**src/rtl/spi_slave_transmitter_pkg.sv**
```systemverilog
//------------------------------------------------------------------------------
// spi_slave_transmitter_pkg
// Shared types for the SPI slave transmitter.
//   bus_ev_t    : polarity-normalised view of the synchronised ss/sclk pins
//   frame_act_t : what the transmitter does with its counter/miso this cycle
//   SYNC_STAGES : depth of the pin synchroniser (metastability filter)
//------------------------------------------------------------------------------
`timescale 1ns / 1ps
package spi_slave_transmitter_pkg;

    localparam int unsigned SYNC_STAGES = 2;

    // Pin events after synchronisation and polarity normalisation.
    typedef struct packed {
        logic ss_active;  // slave select currently at its active level
        logic ss_assert;  // ss has just become active (frame start)
        logic lead;       // sclk has just left its idle level
        logic trail;      // sclk has just returned to its idle level
    } bus_ev_t;

    // Per-cycle action on the counter and miso register, in priority order.
    typedef enum logic [1:0] {
        ACT_START = 2'd0,  // frame start: rewind to the first bit
        ACT_IDLE  = 2'd1,  // ss inactive: miso low, counter cleared
        ACT_SHIFT = 2'd2,  // shift edge inside a frame: present next bit
        ACT_HOLD  = 2'd3   // inside a frame, nothing to do
    } frame_act_t;

endpackage

```
**src/rtl/spi_pin_sync.sv**
```systemverilog
//------------------------------------------------------------------------------
// spi_pin_sync
// Synchroniser plus edge detector for one asynchronous input pin.
// The pin passes SYNC_STAGES flops, then one history flop; an edge is
// reported for exactly one clock when the synchronised value differs from
// the history flop.
// Ports:
//   clock   in   system clock
//   reset_n in   asynchronous active-low reset (flops return to IDLE)
//   pin_i   in   raw asynchronous pin
//   level_o out  synchronised pin level
//   rise_o  out  one-cycle pulse on a 0->1 transition
//   fall_o  out  one-cycle pulse on a 1->0 transition
//------------------------------------------------------------------------------
`timescale 1ns / 1ps
module spi_pin_sync
    import spi_slave_transmitter_pkg::*;
#(
    parameter logic IDLE = 1'b0
) (
    input  logic clock,
    input  logic reset_n,
    input  logic pin_i,
    output logic level_o,
    output logic rise_o,
    output logic fall_o
);

    logic [SYNC_STAGES-1:0] sync_q;
    logic                   hist_q;

    // NOTE: sequential state uses non-blocking assignments so every flop in
    // the chain samples the value from before this edge; blocking here would
    // collapse the synchroniser into a single stage.
    always_ff @(posedge clock or negedge reset_n) begin
        if (!reset_n) begin
            sync_q <= {SYNC_STAGES{IDLE}};
            hist_q <= IDLE;
        end else begin
            sync_q <= {sync_q[SYNC_STAGES-2:0], pin_i};
            hist_q <= sync_q[SYNC_STAGES-1];
        end
    end

    assign level_o = sync_q[SYNC_STAGES-1];
    assign rise_o  = sync_q[SYNC_STAGES-1] & ~hist_q;
    assign fall_o  = ~sync_q[SYNC_STAGES-1] & hist_q;

endmodule

```
**src/rtl/spi_slave_transmitter.sv**
```systemverilog
//------------------------------------------------------------------------------
// spi_slave_transmitter
// SPI slave-side serial transmitter. A parallel word is latched (on load, or
// on ss assertion) and presented bit by bit on miso as an external master
// toggles sclk while ss is active. ss/sclk are oversampled by the system
// clock; miso moves 3 clocks after the pin edge that causes it.
// Ports:
//   clock    in   system clock, rising edge
//   reset_n  in   asynchronous active-low reset
//   ss       in   slave select from master (asynchronous)
//   sclk     in   serial clock from master (asynchronous)
//   load     in   latch data while idle (level, sampled each clock)
//   data     in   parallel word to transmit [bitcount-1:0]
//   miso     out  serial data out (0 whenever ss is inactive)
//------------------------------------------------------------------------------
`timescale 1ns / 1ps
module spi_slave_transmitter
    import spi_slave_transmitter_pkg::*;
#(
    parameter int unsigned bitcount       = 8,
    parameter bit          ss_polarity    = 1'b0,
    parameter bit          sclk_polarity  = 1'b1,
    parameter bit          sclk_phase     = 1'b1,
    parameter bit          msb_first      = 1'b1,
    parameter bit          use_load_input = 1'b1
) (
    input  logic                clock,
    input  logic                reset_n,
    input  logic                ss,
    input  logic                sclk,
    input  logic                load,
    input  logic [bitcount-1:0] data,
    output logic                miso
);

    // One spare count value so "counter + 1" never wraps at saturation.
    localparam int unsigned CW = $clog2(bitcount + 2);

    logic ss_lvl, ss_rise, ss_fall;
    logic sclk_lvl, sclk_rise, sclk_fall;

    spi_pin_sync #(.IDLE(!ss_polarity)) u_ss_sync (
        .clock   (clock),
        .reset_n (reset_n),
        .pin_i   (ss),
        .level_o (ss_lvl),
        .rise_o  (ss_rise),
        .fall_o  (ss_fall)
    );

    spi_pin_sync #(.IDLE(sclk_polarity)) u_sclk_sync (
        .clock   (clock),
        .reset_n (reset_n),
        .pin_i   (sclk),
        .level_o (sclk_lvl),
        .rise_o  (sclk_rise),
        .fall_o  (sclk_fall)
    );

    // Polarity normalisation: after the XOR, ss is active-high and sclk idles
    // low, so any edge landing on the new level tells us which edge it was.
    bus_ev_t ev;
    logic    ss_norm, sclk_norm;

    assign ss_norm      = ss_lvl ^ !ss_polarity;
    assign sclk_norm    = sclk_lvl ^ sclk_polarity;
    assign ev.ss_active = ss_norm;
    assign ev.ss_assert = (ss_rise | ss_fall) & ss_norm;
    assign ev.lead      = (sclk_rise | sclk_fall) & sclk_norm;
    assign ev.trail     = (sclk_rise | sclk_fall) & !sclk_norm;

    logic [bitcount-1:0] word_q, word_d;
    logic [CW-1:0]       cnt_q, cnt_d;
    logic                miso_q, miso_d;
    logic                shift_edge;
    logic                load_ok;
    frame_act_t          act;

    // Bit number idx of the frame, honouring the transmit order; positions
    // past the end of the word read as 0.
    function automatic logic bit_at(input logic [bitcount-1:0] w,
                                    input logic [CW-1:0]       idx);
        logic [bitcount-1:0] shifted;
        if (idx >= CW'(bitcount)) begin
            return 1'b0;
        end
        shifted = msb_first ? (w >> (CW'(bitcount - 1) - idx)) : (w >> idx);
        return shifted[0];
    endfunction

    assign shift_edge = sclk_phase ? ev.lead : ev.trail;
    assign load_ok    = use_load_input && load && (cnt_q == '0);

    // NOTE: every variable written here gets a default first, so no path
    // leaves one unassigned and no latch is inferred.
    always_comb begin
        word_d = word_q;
        cnt_d  = cnt_q;
        miso_d = miso_q;

        if (use_load_input ? load_ok : ev.ss_assert) begin
            word_d = data;
        end

        if (ev.ss_assert) begin
            act = ACT_START;
        end else if (!ev.ss_active) begin
            act = ACT_IDLE;
        end else if (shift_edge) begin
            act = ACT_SHIFT;
        end else begin
            act = ACT_HOLD;
        end

        unique case (act)
            ACT_START: begin
                // word_d, so a load in the same cycle supplies the first bit.
                cnt_d  = '0;
                miso_d = bit_at(word_d, '0);
            end
            ACT_IDLE: begin
                cnt_d  = '0;
                miso_d = 1'b0;
            end
            ACT_SHIFT: begin
                cnt_d  = (cnt_q == CW'(bitcount)) ? cnt_q : cnt_q + CW'(1);
                // CPHA=1: leading edge k presents bit k-1 (bit 0 already out).
                // CPHA=0: trailing edge k presents bit k.
                miso_d = bit_at(word_d, sclk_phase ? cnt_q : cnt_q + CW'(1));
            end
            ACT_HOLD: begin
            end
        endcase
    end

    always_ff @(posedge clock or negedge reset_n) begin
        if (!reset_n) begin
            word_q <= '0;
            cnt_q  <= '0;
            miso_q <= 1'b0;
        end else begin
            word_q <= word_d;
            cnt_q  <= cnt_d;
            miso_q <= miso_d;
        end
    end

    assign miso = miso_q;

endmodule

```
**config.mk**
```make
export PLATFORM = sky130hd
export DESIGN_NAME = spi_slave_transmitter
export DESIGN_NICKNAME = d
export VERILOG_FILES = /design/src/rtl/spi_slave_transmitter_pkg.sv /design/src/rtl/spi_pin_sync.sv /design/src/rtl/spi_slave_transmitter.sv
export SDC_FILE = /design/constraint.sdc
export NUM_CORES = 1
export LEC_CHECK = 0
export CAP_MARGIN = 20
export CORE_MARGIN = 4
export CORE_UTILIZATION = 46
export DETAILED_ROUTE_END_ITERATION = 8
export GPL_ROUTABILITY_DRIVEN = 1
export MAX_ROUTING_LAYER = met4
export PLACE_DENSITY = 0.77
export SYNTH_ARGS = -nofsm -noshare
export SYNTH_HDL_FRONTEND = slang
export SYNTH_SLANG_ARGS = --single-unit
```
**constraint.sdc**
```tcl
create_clock -name clock -period 1.85 [get_ports clock]
set_clock_uncertainty 0.05 [all_clocks]
set_input_delay 0.555 -clock clock [delete_from_list [all_inputs] [get_ports clock]]
set_output_delay 0.555 -clock clock [all_outputs]
set_load 0.01 [all_outputs]
```
# --- Yosys cells after proc, flatten, opt, wreduce, memory -nomap -nowiden ---
# Index checks and enable logic that the tools add are counted.
classes:
  order_cmp: 1
  n_bitwise: 12
  reduce_logical: 7
  eq_ne: 4
  mux: 11
  n_mul: 0
  shifts: 1
  n_addsub: 2
  div: 0
ops:
  columns: ["op", "n"]
  rows:
  - ["8-bit two-way mux", 1]
  - ["4-bit case mux with 2 select lines", 1]
  - ["8-bit by 4-bit >> shifter with 1-bit output", 1]
  - ["1-bit AND", 6]
  - ["1-bit two-way mux", 5]
  - ["4-bit by 1-bit adder with 4-bit output (second input constant)", 1]
  - ["4-bit == test (second input constant)", 1]
  - ["4-bit greater-or-equal comparator (second input constant)", 1]
  - ["4-bit logical NOT", 1]
  - ["2-bit two-way mux", 2]
  - ["4-bit two-way mux", 1]
  - ["1-bit inverter", 4]
  - ["3-bit by 4-bit subtractor with 4-bit output (first input constant)", 1]
  - ["1-bit case mux with 3 select lines", 1]
  - ["3-bit nonzero test", 1]
  - ["2-bit by 1-bit == test with 1-bit output (second input constant)", 1]
  - ["2-bit == test (second input constant)", 1]
  - ["2-bit logical NOT", 1]
  - ["2-bit inequality test (second input constant)", 1]
  - ["1-bit OR", 2]
  - ["2-bit AND reduction", 1]
  - ["2-bit nonzero test", 1]
  - ["2-bit OR reduction", 1]
  - ["1-bit logical AND", 1]
word_totals:
  romBits: 0
  mem_count: 0
  word_cells: 45
  inputBits: 13
  out_inout_bits: 1
  latchBits: 0
  register_bits: 19
  ram_bits: 0

# --- Depth between registers and ports, before layout ---
logic_depth:
  depth_word: 11
  ltp_mapped: 9
  ltp_nobuf: 8

# --- Cells and area by module ---
# A second synthesis with hierarchy kept.
hier_totals:
  cells_unflattened: 84
  area_unflattened_um2: 975.9
modules_own_cells:
  columns: ["mod", "n_inst", "cells_each", "seq_area_each_um2", "area_per_inst_um2"]
  rows:
  - ["spi_slave_transmitter", 1, 74, 325.3, 788.3]
  - ["spi_pin_sync", 2, 5, 78.8, 93.8]

# --- Worst setup path before layout ---
# OpenSTA, ideal clock, no wires.
synth_path:
  path_kind: "register to register"
  start: "reg cnt_q[0]"
  end: "reg miso_q (netlist: miso)"
  path_slack_ns: -0.185
  path_buffers: 2
  stages_incl_launch_ff: 9
  t_arrival_ns: 1.862
  setup_time_ns: 0.123
  required_ns: 1.677
  period_less_slack_ns: 2.035
  cell_sequence: "dfrtp_1 clkbuf_1 inv_1 ha_1 nor4bb_1 buf_4 mux4_2 a31oi_1 o21ai_1"
synth_via:
  elab_chain_cells: 6
  elab_cells_between_ends: 10
  cone_classes: "1 x add/sub; 1 x order compare; 1 x shift; 5 x mux; 2 x reduce/logical"
synth_rtl:
  columns: ["element", "line_no", "text"]
  rows:
  - ["from (decl)", "spi_slave_transmitter.sv:73", "logic [CW-1:0] cnt_q, cnt_d;"]
  - ["from (signal assigned)", "spi_slave_transmitter.sv:143", "cnt_q <= cnt_d;"]
  - ["parallel branches: the longest is 5 deep, another holds 3-bit by 4-bit subtractor with 4-bit output", null, null]
  - ["1-bit case mux with 3 select lines *", "spi_slave_transmitter.sv:115", "unique case (act)"]
  - ["to (signal assigned)", "spi_slave_transmitter.sv:144", "miso_q <= miso_d;"]
  - ["to (decl)", "spi_slave_transmitter.sv:74", "logic miso_q, miso_d;"]
# Every way passes the cells marked *. The select of a mux whose other input is x is not followed.
# A chain may end at the register's enable or synchronous reset.

# --- Worst setup path in the final report ---
layout_path:
  start: "reg u_sclk_sync.hist_q"
  end: "reg miso_q (netlist: miso)"
layout_via:
  elab_chain_cells: 9
  elab_cells_between_ends: 13
  cone_classes: "2 x eq/ne; 4 x mux; 5 x bitwise; 2 x reduce/logical"
layout_rtl:
  columns: ["element", "line_no", "text"]
  rows:
  - ["from (decl)", "spi_pin_sync.sv:30", "logic hist_q;"]
  - ["from (signal assigned)", "spi_pin_sync.sv:41", "hist_q <= sync_q[SYNC_STAGES-1];"]
  - ["1-bit inverter", "spi_pin_sync.sv:46", "assign rise_o = sync_q[SYNC_STAGES-1] & ~hist_q;"]
  - ["1-bit AND", "spi_pin_sync.sv:46", null]
  - ["1-bit OR *", null, null]
  - ["1-bit AND *", "spi_slave_transmitter.sv:69", "assign ev.lead = (sclk_rise | sclk_fall) & sclk_norm;"]
  - ["1-bit two-way mux *", "spi_slave_transmitter.sv:109", "end else if (shift_edge) begin"]
  - ["2-bit two-way mux *", "spi_slave_transmitter.sv:107", "end else if (!ev.ss_active) begin"]
  - ["2-bit two-way mux *", "spi_slave_transmitter.sv:105", "if (ev.ss_assert) begin"]
  - ["2-bit == test, or another cell as far along", "spi_slave_transmitter.sv:115", null]
  - ["1-bit case mux with 3 select lines / 3-bit nonzero test (equally long branches)", null, null]
# Every way passes the cells marked *; elsewhere a longest branch is shown, timed or not.

==> metrics.md <==
| Metric | Value |
|---|---|
| Outcome | `completed` |
| Leakage | `~0.54 nW` |
| Drt drc | `0` |
| CP arrival | `1.97 ns` |
| Clock Sink Count | `19` |
| Met2 GRT Util | `between 20 and 25%` |
| MaxCap Viol Count | `0` |
| Worst path required time | `just over 2 ns` |
| CTS Root Cell | `clkbuf_4` |
| Overall Power | `0.000841 W` |
| Worst setup path start | `u_sclk_sync.hist_q$_DFF_PN1_` |
| DRT iter0 DRCs | `7` |
| Die area | `between 2000 and 3000 sq um` |
| Xor and xnor area share after synthesis | `0%` |
| Crit-path leading delay family | `flip-flops` |
| Critical Path End Type | `flop` |
| Initial antenna violation count | `0` |
| DR WL/cell | `roughly 13 um` |
| Max incr delay on CP | `between 0.5 and 0.6 ns` |
| FP Rows | `15` |
| Final Cell Area | `1190 sq um` |
| Mapped Nets | `between 80 and 90` |
| Crit Path Class | `reg -> reg` |
| Crit. path cell count | `7` |
| HP Class | `reg -> reg` |
| DP Area | `around 1100 sq um` |
| Die width | `between 50 and 60 um` |
| Register bit total from synthesis | `19` |
| CTS tree | `done` |
| Max Slew Vio Count | `0` |
| M3 GR Usage | `roughly 4.0%` |
| Crit path time final | `around 1.8 ns` |
| Post-synthesis simple-gate area fraction | `about a tenth` |
| Via count | `~650` |
| Syn_area_per_cell | `between 10 and 15 sq um` |
| Final hold viol count | `0` |
| Share of the synthesized area in the top cell type | `roughly 36%` |
| Fill count | `approximately 130` |
| Ports | `14` |
| Share of cells above drive strength 1 | `31.6%` |
| Die height | `roughly 52 um` |
| Mapped Cells | `between 70 and 80` |
| Vias per inst | `5.28` |
| Synth Warn # | `0` |
| H-tree lvl count | `1` |
| Clock latency at the later pin of the worst-skew pair | `0.29 ns` |
| RSZ-0062 raised after global routing | `yes` |
| Setup slack, reg-to-reg | `about 0.054 ns` |
| R2R depth | `7` |
| Post-synthesis sequential area ratio | `around 54%` |
| Mapped Area | `between 800 and 900 sq um` |
| Worst VDD drop | `between 0.5 and 0.6 mV` |
| Final Setup Violations | `0` |
| Busiest layer in global routing | `met2` |
| Cell taking the most area after synthesis | `dfrtp_1` |
| Total wire length | `~1600 um` |
| Period utilization | `97.1%` |
| Antenna Cells | `0` |
| Synth area leaders | `dfrtp_1 (36%), dfstp_2 (18%), mux2_1 (7.5%), ha_1 (5.6%), mux4_2 (5.0%)` |
| Residual antenna-violating net count after detailed routing | `0` |
| CP max-delay cell | `dfstp_2` |
| GRT Total Usage | `roughly 14%` |
| CP Capture Point | `miso$_DFFE_PN0P_` |
| Cell Pwr Density | `709 nW/um^2` |
| RR Endpoint | `miso$_DFFE_PN0P_` |
| CP bufs+invs | `0` |
| Crit path launch type | `flop` |
| CTS Hold Bufs | `0` |
| Number of CTS-inserted buffers | `3` |
| Hold Slack | `approximately 0.31 ns` |
| Total global routing overflow | `0` |
| Synth Area in Adders | `between 5 and 6%` |
| Reg clk slew, reported paths | `roughly 0.10 ns` |
| CTS max path bufs | `2` |
| Core Area | `between 1500 and 2000 sq um` |
| Compound-Gate Fraction of Synth Area | `approximately a tenth` |
| Final HPWL DP | `between 1000 and 1500 um` |
| Slew at the pin with the worst max-slew slack | `~0.31 ns` |
| Vias in the first global route | `640` |
| Crit-path cells | `nor2b_1 > o21bai_1 > ha_1 > nor3b_1 > nand3_1 > o31a_1 > o21ai_1` |
| Crit-path max FO | `2` |
| Drt pass-1 iters | `4` |
| Worst slew margin relative to its limit | `between 70 and 80%` |
| Initial Util | `approximately half` |
| Worst R2R Start | `u_sclk_sync.hist_q$_DFF_PN1_` |
| Layout net count | `around 120` |
| Grt met1 use | `between 15 and 20%` |
| Largest family of logic cells by synthesized area | `multiplexers` |
| Area growth, synth to finish | `32.0%` |
| Synth cell types | `28` |
| First-pass GRT wire length | `between 2000 and 3000 um` |
| GPL Wtd Cong | `0.879` |
| Pin count of the biggest net entering global routing | `20` |
| Multiplexer share of the synthesized area | `roughly 16%` |
| # port buffers | `13` |
| Max Freq | `~0.56 GHz` |
[flip-flops by register name (all words and copies together) (netlist names)]
signal / flops
u_ss_sync.hist_q: 1
u_sclk_sync.hist_q: 1
u_sclk_sync.sync_q: 2
cnt_q: 4
u_ss_sync.sync_q: 2
miso: 1
word_q: 8
[metal layers]
metal | vias to the layer above | part of all wire [%]
met1 | 325 | 42
met5 | - | 0
met3 | 5 | 4.6
met4 | 0 | 2.8
li1 | 307 | -
met2 | 12 | 51
[worst reg2reg max path, delay by kind of cell (launching register included)]
kind                     cells  cell delay (ns)
flip-flops                   1             0.52
AND/OR/NAND/NOR              3             0.52
AO/OA/AOI/OAI                3             0.40
adder cells (fa/ha/maj)      1             0.23
[cells in the mapped netlist, drive strengths merged]
master / number
a21o: 1
a21oi: 2
a22o: 2
a22oi: 1
a31oi: 2
buf: 2
clkbuf: 2
dfrtp: 13
dfstp: 6
ha: 4
inv: 4
mux2: 8
mux4: 2
nand2: 3
nand3: 3
nand3b: 1
nor2: 5
nor2b: 1
nor3: 1
nor3b: 2
nor4bb: 1
o21ai: 3
o21bai: 2
o31a: 1
[cell usage in the layout, fill, tap and decap left out, types with 5 or more instances in the layout]
cell type | Yosys | routed
dfrtp_1 | 13 | 13
buf_4 | 1 | 13
clkdlybuf4s50_1 | 0 | 11
mux2_1 | 6 | 6
dfstp_2 | 6 | 6
nor2_1 | 5 | 5
[logic make-up after synthesis]
kind of cell,after synthesis
adder cells (fa/ha/maj),4
multiplexers,10
flip-flops,19
buffers and inverters,8
AND/OR/NAND/NOR,17
AO/OA/AOI/OAI,14
[area by class of cell]
| cell class | instances | area, sq um | area share [%] |
|---|---|---|---|
| repair buffers | 26 | 229 | 19.3 |
| multi-input cells | 45 | 403 | 33.9 |
| inverters | 4 | 15.0 | 1.26 |
| flip-flops and latches | 19 | 483 | 40.7 |
| well taps | 25 | 31.3 | 2.63 |
| clock buffers | 4 | 26.3 | 2.21 |
[per-stage QoR]
step / utilization, % / setup WS, ns / TNS [ns] / cells
2_1_floorplan: - / -0.0891 / -0.0891 / 72
3_3_place_gp: 62.6 / -0.472 / -2.24 / 116
3_5_place_dp: 62.6 / -0.476 / -2.26 / 116
4_1_cts: 64.8 / -0.0872 / -0.0872 / 122
5_1_grt: 66.6 / -0.0840 / -0.0840 / 123
6_report: 66.6 / 0.0540 / 0 / 123
[worst min path at each step]
stage               slack [ns]                             from  depth (start not counted)                         endpoint
floorplan                 0.21                          reset_n                          0             cnt_q[0]$_DFFE_PN0P_
global placement          0.30    u_ss_sync.sync_q[0]$_DFF_PN1_                          0    u_ss_sync.sync_q[1]$_DFF_PN1_
detailed placement        0.30  u_sclk_sync.sync_q[0]$_DFF_PN1_                          0  u_sclk_sync.sync_q[1]$_DFF_PN1_
CTS                       0.31  u_sclk_sync.sync_q[0]$_DFF_PN1_                          0  u_sclk_sync.sync_q[1]$_DFF_PN1_
global route              0.32  u_sclk_sync.sync_q[0]$_DFF_PN1_                          0  u_sclk_sync.sync_q[1]$_DFF_PN1_
finish                    0.31  u_sclk_sync.sync_q[0]$_DFF_PN1_                          0  u_sclk_sync.sync_q[1]$_DFF_PN1_
[repair_timing]
item,4_1_cts,5_1_grt
gates cloned,0,0
pin swaps,3,4
setup endpoints to repair,1,2
buffers inserted,2,1
resized for setup,1,4
hold endpoints to repair,0,0
[power breakdown]
part	switching, W	internal [W]
Sequential	0.0000174	0.000460
Clock	0.000118	0.0000840
Combinational	0.0000618	0.000101
Total	0.000197	0.000644
Note: power is estimated with default switching activity, not from simulation.
